## src/rtl/alu_arbiter.sv

```systemverilog
// alu_arbiter: round-robin/lockable sharing of one external ALU between two lanes, 1-cycle registered response
module alu_arbiter #(
  parameter int N = 32,
  parameter int LOCK_MAX = 4
) (
  input  logic         clk,
  input  logic         rst_n,
  input  logic [1:0]   req_valid,
  output logic [1:0]   req_ready,
  input  logic [1:0]   req_lock,
  input  logic [N-1:0] req_a0,
  input  logic [N-1:0] req_b0,
  input  logic [3:0]   req_op0,
  input  logic [N-1:0] req_a1,
  input  logic [N-1:0] req_b1,
  input  logic [3:0]   req_op1,
  output logic [N-1:0] alu_a,
  output logic [N-1:0] alu_b,
  output logic [3:0]   alu_sel,
  input  logic [N-1:0] alu_result,
  input  logic         alu_z,
  input  logic         alu_n,
  input  logic         alu_v,
  output logic         rsp_valid,
  input  logic         rsp_ready,
  output logic         rsp_id,
  output logic [N-1:0] rsp_result,
  output logic         rsp_z,
  output logic         rsp_n,
  output logic         rsp_v,
  output logic         rsp_err
);
  localparam int CW = $clog2(LOCK_MAX + 1);
  logic ptr, lock_on, lock_owner, slot_free, locked_gnt, gid, accept, keep;
  logic [CW-1:0] lock_cnt, ncnt;
  always_comb begin
    slot_free = !rsp_valid || rsp_ready;
    locked_gnt = slot_free && lock_on && req_valid[lock_owner];
    gid = locked_gnt ? lock_owner : (ptr ? req_valid[1] : !req_valid[0]);
    accept = rst_n && slot_free && |req_valid;
    req_ready = accept ? (gid ? 2'b10 : 2'b01) : 2'b00;
    alu_a = !accept ? '0 : gid ? req_a1 : req_a0;
    alu_b = !accept ? '0 : gid ? req_b1 : req_b0;
    alu_sel = !accept ? 4'd0 : gid ? req_op1 : req_op0;
    ncnt = locked_gnt ? lock_cnt + 1'b1 : CW'(1);
    keep = req_lock[gid] && ncnt < CW'(LOCK_MAX);
  end
  // Every accept leaves the pointer at !gid; locked grants come from the owner, so it already sits there.
  always_ff @(posedge clk) begin
    if (!rst_n) begin
      rsp_valid <= 1'b0;
      rsp_id <= 1'b0;
      rsp_result <= '0;
      rsp_z <= 1'b0;
      rsp_n <= 1'b0;
      rsp_v <= 1'b0;
      rsp_err <= 1'b0;
      ptr <= 1'b0;
      lock_on <= 1'b0;
      lock_owner <= 1'b0;
      lock_cnt <= '0;
    end else if (accept) begin
      rsp_valid <= 1'b1;
      rsp_id <= gid;
      rsp_result <= alu_result;
      rsp_z <= alu_z;
      rsp_n <= alu_n;
      rsp_v <= alu_v;
      rsp_err <= alu_sel >= 4'd10;
      ptr <= !gid;
      lock_on <= keep;
      lock_owner <= gid;
      lock_cnt <= keep ? ncnt : '0;
    end else begin
      if (rsp_ready) rsp_valid <= 1'b0;
      if (slot_free) begin
        lock_on <= 1'b0;
        lock_cnt <= '0;
      end
    end
  end
endmodule
```

## config.mk

```make
export PLATFORM = sky130hd
export DESIGN_NAME = alu_arbiter
export DESIGN_NICKNAME = d
export VERILOG_FILES = /design/src/rtl/alu_arbiter.sv
export SDC_FILE = /design/constraint.sdc
export NUM_CORES = 1
export LEC_CHECK = 0
export CAP_MARGIN = 20
export CORE_AREA = 2 2 112 114
export DETAILED_ROUTE_END_ITERATION = 8
export DIE_AREA = 0 0 114 116
export GPL_TIMING_DRIVEN = 0
export PLACE_DENSITY = 0.62
export SYNTH_ARGS = -nofsm -noshare
export SYNTH_HDL_FRONTEND = slang
export SYNTH_SLANG_ARGS = --single-unit
```

## constraint.sdc

```tcl
create_clock -name clk -period 3.41 [get_ports clk]
set_clock_uncertainty 0.05 [all_clocks]
set_input_delay 0.682 -clock clk [delete_from_list [all_inputs] [get_ports clk]]
set_output_delay 0.682 -clock clk [all_outputs]
set_load 0.05 [all_outputs]
```

# Word level (Yosys, flattened, before mapping)
# Index checks and enable logic that the tools add are counted.
dict set report op_classes {
  reduce_logical 12
  mux 22
  n_lt_le_gt_ge 4
  n_addsub 1
}
# cell count
set op_table {}
lappend op_table {{$mux 32} 4}
lappend op_table {{$mux 3} 4}
lappend op_table {{$mux 1} 10}
lappend op_table {{$mux 4} 2}
lappend op_table {{$logic_and 1x1->1} 5}
lappend op_table {{$ge 4x4->1 const B} 1}
lappend op_table {{$lt 1x2->1 const B} 2}
lappend op_table {{$mux 2} 2}
lappend op_table {{$reduce_bool 2->1} 2}
lappend op_table {{$add 3x1->3 const B} 1}
lappend op_table {{$logic_not 1->1} 3}
lappend op_table {{$lt 3x3->1 const B} 1}
lappend op_table {{$reduce_or 2->1} 1}
lappend op_table {{$logic_or 1x1->1} 1}
dict set report totals {
  output_inout_bits 108
  ff_bits 43
}

# Logic depth before layout (Yosys ltp)
# Gate-level depths: netlist of run 1.
dict set report logic_depth {
  word_depth 10
  ltp_mapped 8
}

# Worst setup path after synthesis of run 1
# OpenSTA, ideal clock, no wires.
dict set report synth_path {
  path_type {flip-flop to output port}
  from {register lock_owner}
  to {output port alu_b[20]}
  required_time_ns 2.678
  arrival_ns 2.717
  stages_incl_launch_ff 7
  path_slack_ns -0.039
  path_buffers 1
  cell_sequence {dfxtp_1 > mux2_4 > nand3_2 > mux2i_4 > nor2_1 > clkbuf_1 > a22o_1}
}
dict set report synth_between {
  elab_chain_len 6
}
# item line_no
set synth_rtl {}
lappend synth_rtl {{from (decl)} 34} ;# logic ptr, lock_on, lock_owner, slot_free, locked_gnt, gid, accept, keep;
lappend synth_rtl {{from (signal assigned)} 72} ;# lock_owner <= gid;
lappend synth_rtl {{$mux 1 (not written as such) (2 in a row)} 38} ;# locked_gnt = slot_free && lock_on && req_valid[lock_owner];
lappend synth_rtl {{$logic_and 1x1->1} 38}
lappend synth_rtl {{$mux 1 *} 39} ;# gid = locked_gnt ? lock_owner : (ptr ? req_valid[1] : !req_valid[0]);
lappend synth_rtl {{$mux 32 * (2 in a row)} 43} ;# alu_b = !accept ? '0 : gid ? req_b1 : req_b0;
lappend synth_rtl {{to (decl)} 18} ;# output logic [N-1:0] alu_b,
# Mark *: on every way between the ends. The rest lies on a longest branch, timed or not. The select of a mux whose other input is x is not followed.

# Worst setup path in the final report of run 1
dict set report layout_path {
  from {input port req_valid[0]}
  to {output port alu_b[5]}
}
dict set report layout_between {
  elab_chain_len 6
}
# item line_no
set layout_rtl {}
lappend layout_rtl {{from (decl)} 8} ;# input logic [1:0] req_valid,
lappend layout_rtl {{$mux 1 (not written as such) (2 in a row)} 38}
lappend layout_rtl {{$logic_and 1x1->1} 38}
lappend layout_rtl {{$mux 1} 39}
lappend layout_rtl {{$mux 32} 43}
lappend layout_rtl {{$mux 32 *} 43}
# Marked as above.

==> results.sh, run 1 <==
export IMPL_rsz0062_at_grt="false"
export IMPL_dpl_worst_slack_ps=-995.1
export IMPL_whs_endpoint="rsp_result[8]"
export IMPL_coreArea_mm2=0.01191
export IMPL_place_congestion=0.8289
export IMPL_min_delay_start="rsp_result[8]"
export IMPL_grt_ovfl_total=0
export IMPL_reg2reg_depth=7
export IMPL_area_delta_synth_final_pct=137.8
export IMPL_clk_latency_ps=280
export IMPL_wl_met2_um=6391
export IMPL_vias=3320
export IMPL_min_period_ps=3276
export IMPL_syn_area_mm2=0.002306
export IMPL_rows=40
export IMPL_ff2ff_setup_slack_ps=1130
export IMPL_clkTransAtPathRegs_ps=60
export IMPL_wl_per_cell_um=17.55
export IMPL_reg2reg_from="lock_owner"
export IMPL_start_util=0.1936
export IMPL_synth_nets=460
export IMPL_placed_area_mm2=0.005344
export IMPL_io_buffers=285
export IMPL_synthDistinctLibCells=29
export IMPL_grt_pass1_wl_um=18170
export IMPL_yosysTopAreaCell="dfxtp_1"
export IMPL_vdd_drop_max_uv=226.3
export IMPL_critPathArrivalTime_ps=2540
export IMPL_dieHeight_um=116
export IMPL_power_density_mw_per_mm2=385.5
export IMPL_hold_viol_final=0
export IMPL_cp_end_kind="primary output"
export IMPL_cts_tree="built"
export IMPL_avgSynthCellArea_um2=8.206
export IMPL_postRouteAntennaNets=0
export IMPL_crit_required_ps=2680
export IMPL_cts_made_buffers=5
export IMPL_cp_top_family="buffers and inverters"
export IMPL_ys_warnings_count=0
export IMPL_synth_top_area_frac=0.3733
export IMPL_vias_per_cell=4.548
export IMPL_die_area_mm2=0.01322
export IMPL_hold_depth=2
export IMPL_critical_path_class="input port to primary output"
export IMPL_grt_usage=0.1782
export IMPL_crit_chain="dlygate4sd2_1 > mux2_4 > nand3_4 > mux2i_4 > and2_4 > buf_6 > buf_8 > buf_8 > a22o_1 > buf_4"
export IMPL_tightest_slew_ps=552.3
export IMPL_die_width_um=114
export IMPL_netlist_instances=281
export IMPL_wl_met3_um=1168
export IMPL_slew_headroom=0.6307
export IMPL_clockBufferDepth=2
export IMPL_hpwl_um=10820
export IMPL_max_freq_ghz=0.3053
export IMPL_grt_pass1_vias=3335
export IMPL_ys_ff_latch=43
export IMPL_drv_slew=0
export IMPL_final_cell_mix="211 x clkdlybuf4s50_1, 70 x nand2_1, 66 x a22o_1"
export IMPL_ios=286
export IMPL_cp_buffers_inverters=5
export IMPL_cp_max_fo=10
export IMPL_leakage_nw=2.458
export IMPL_ys_seq_area_frac=0.3733
export IMPL_drc=0
export IMPL_timing_rr_end="lock_cnt[1]"
export IMPL_start_kind="input port"
export IMPL_crit_path_frequent_cell="buf_8"
export IMPL_cts_max_level=2
export IMPL_synth_area_top_cells="dfxtp_1 37%, a22o_1 25%, nand2_1 11%"
export IMPL_crit_start="req_valid[0]"
export IMPL_antenna_found_initial=3
export IMPL_slowest_delay_ps=300
export IMPL_first_pass_iters=4
export IMPL_clock_sinks=43
export IMPL_setup_viol=0
export IMPL_fin_ws_ps=134.1
export IMPL_final_area_mm2=0.005484
export IMPL_hp_class="flop to flop"
export IMPL_max_cap_viol_count=0
export IMPL_root_buffer="clkbuf_16"
export IMPL_final_common_cell="clkdlybuf4s50_1"
export IMPL_drive_gt1_frac=0.1856
export IMPL_m1WireLength_um=4913
export IMPL_top_layer_used="met5"
export IMPL_min_period_over_period=0.9607
export IMPL_drt_iter0_drc=123
export IMPL_grt_max_degree=14
export IMPL_wl_um=12810
export IMPL_final_net_count=760
export IMPL_fillers=1219
export IMPL_slowest_stage="mux2i_4"
export IMPL_outcome="completed"
export IMPL_total_power_mw=2.114
-- kinds of logic after synthesis --
kind of cell / count (synthesis) / share of synthesized area
AND/OR/NAND/NOR: 120 / 0.2252
buffers and inverters: 31 / 0.06782
flip-flops: 43 / 0.3733
adder cells (fa/ha/maj): 1 / 0.005425
AO/OA/AOI/OAI: 78 / 0.2859
multiplexers: 7 / 0.03852
XOR/XNOR: 1 / 0.003799
-- layout make-up --
cell class              count  area, um^2  share of cell area
repair buffers            293        2796              0.5099
multi-input cells         207        1309              0.2387
well taps                 147       183.9             0.03354
flip-flops and latches     43       860.8              0.1570
clock inverters             2       12.51            0.002282
inverters                   3       11.26            0.002053
plain buffers              28       178.9             0.03263
diodes                      1       2.502           0.0004563
clock buffers               6       128.9             0.02350
-- repair_timing --
action,in CTS,in global routing
pin swaps,2,0
setup endpoints to repair,70,31
resized for setup,434,4
endpoints found under the hold margin,0,0
setup buffers,4,1
hold buffers,0,0
gates cloned,3,0
-- through the flow --
step | hold WS (ps) | utilization | std cells | TNS (ps)
final | 402.9 | 0.4604 | 730 | 0
after global routing | 421.2 | 0.4602 | 729 | 0
after CTS | 405.7 | 0.4586 | 728 | 0
after detailed placement | 397.1 | 0.4486 | 713 | -59830
after global placement | 391.9 | 0.4486 | 713 | -57150
after floorplan | 395.9 | - | 281 | 0
-- how the worst max path moves through the flow --
stage,cells after the start,slack (ps),to
after floorplan,7,70,alu_b[20]
after global placement,9,-950,alu_b[4]
after detailed placement,9,-1000,alu_b[6]
after CTS,10,30,alu_b[17]
after global routing,9,40,alu_b[13]
final,10,130,alu_b[5]
-- routing by layer --
metal,vias up,track usage
met3,24,0.05962
met2,152,0.3155
met1,1519,0.2011
li1,1621,-
met4,4,0.06179
met5,-,0
-- cells in the mapped netlist, drive strengths merged --
library cell / n
mux2i: 5
or2: 1
o21ai: 5
and3: 2
nor3: 1
a32o: 2
inv: 3
mux2: 2
a31oi: 1
o211ai: 1
nand2: 70
xor2: 1
a31o: 2
a21oi: 1
a22o: 66
nand3: 36
clkbuf: 13
nor2b: 1
nand2b: 2
buf: 15
nor2: 6
dfxtp: 43
ha: 1
and2: 1
-- flip-flops by register name, summed over array words and instances (netlist names) --
name	count
rsp_valid	1
rsp_result	32
rsp_n	1
ptr	1
lock_cnt	3
lock_on	1
rsp_v	1
rsp_z	1
rsp_err	1
lock_owner	1
-- power breakdown --
part / switching [mW] / internal [mW] / total, mW
sequential: 0.0264 / 0.548 / 0.574
clock: 0.191 / 0.270 / 0.461
combinational: 0.623 / 0.456 / 1.08
total: 0.840 / 1.27 / 2.11
-- worst reg2reg max path, delay by kind of cell (launching register included) --
family | cells | cell delay, ps
buffers and inverters | 2 | 300
AO/OA/AOI/OAI | 1 | 270
AND/OR/NAND/NOR | 1 | 110
flip-flops | 1 | 430
multiplexers | 3 | 1020
(Power assumes the default switching activity.)
==> inputs of run 2 (changes only) <==
CAP_MARGIN = not set   (was 20)
HOLD_SLACK_MARGIN = 0.03   (was not set)
==> results of run 2 <==
No change in the layout: final DEF, timing and power equal those of run 1.
==> inputs of run 3 (changes only) <==
CTS_CLUSTER_DIAMETER = 100   (was not set)
==> results of run 3 <==
No change in the layout: final DEF, timing and power equal those of run 1.
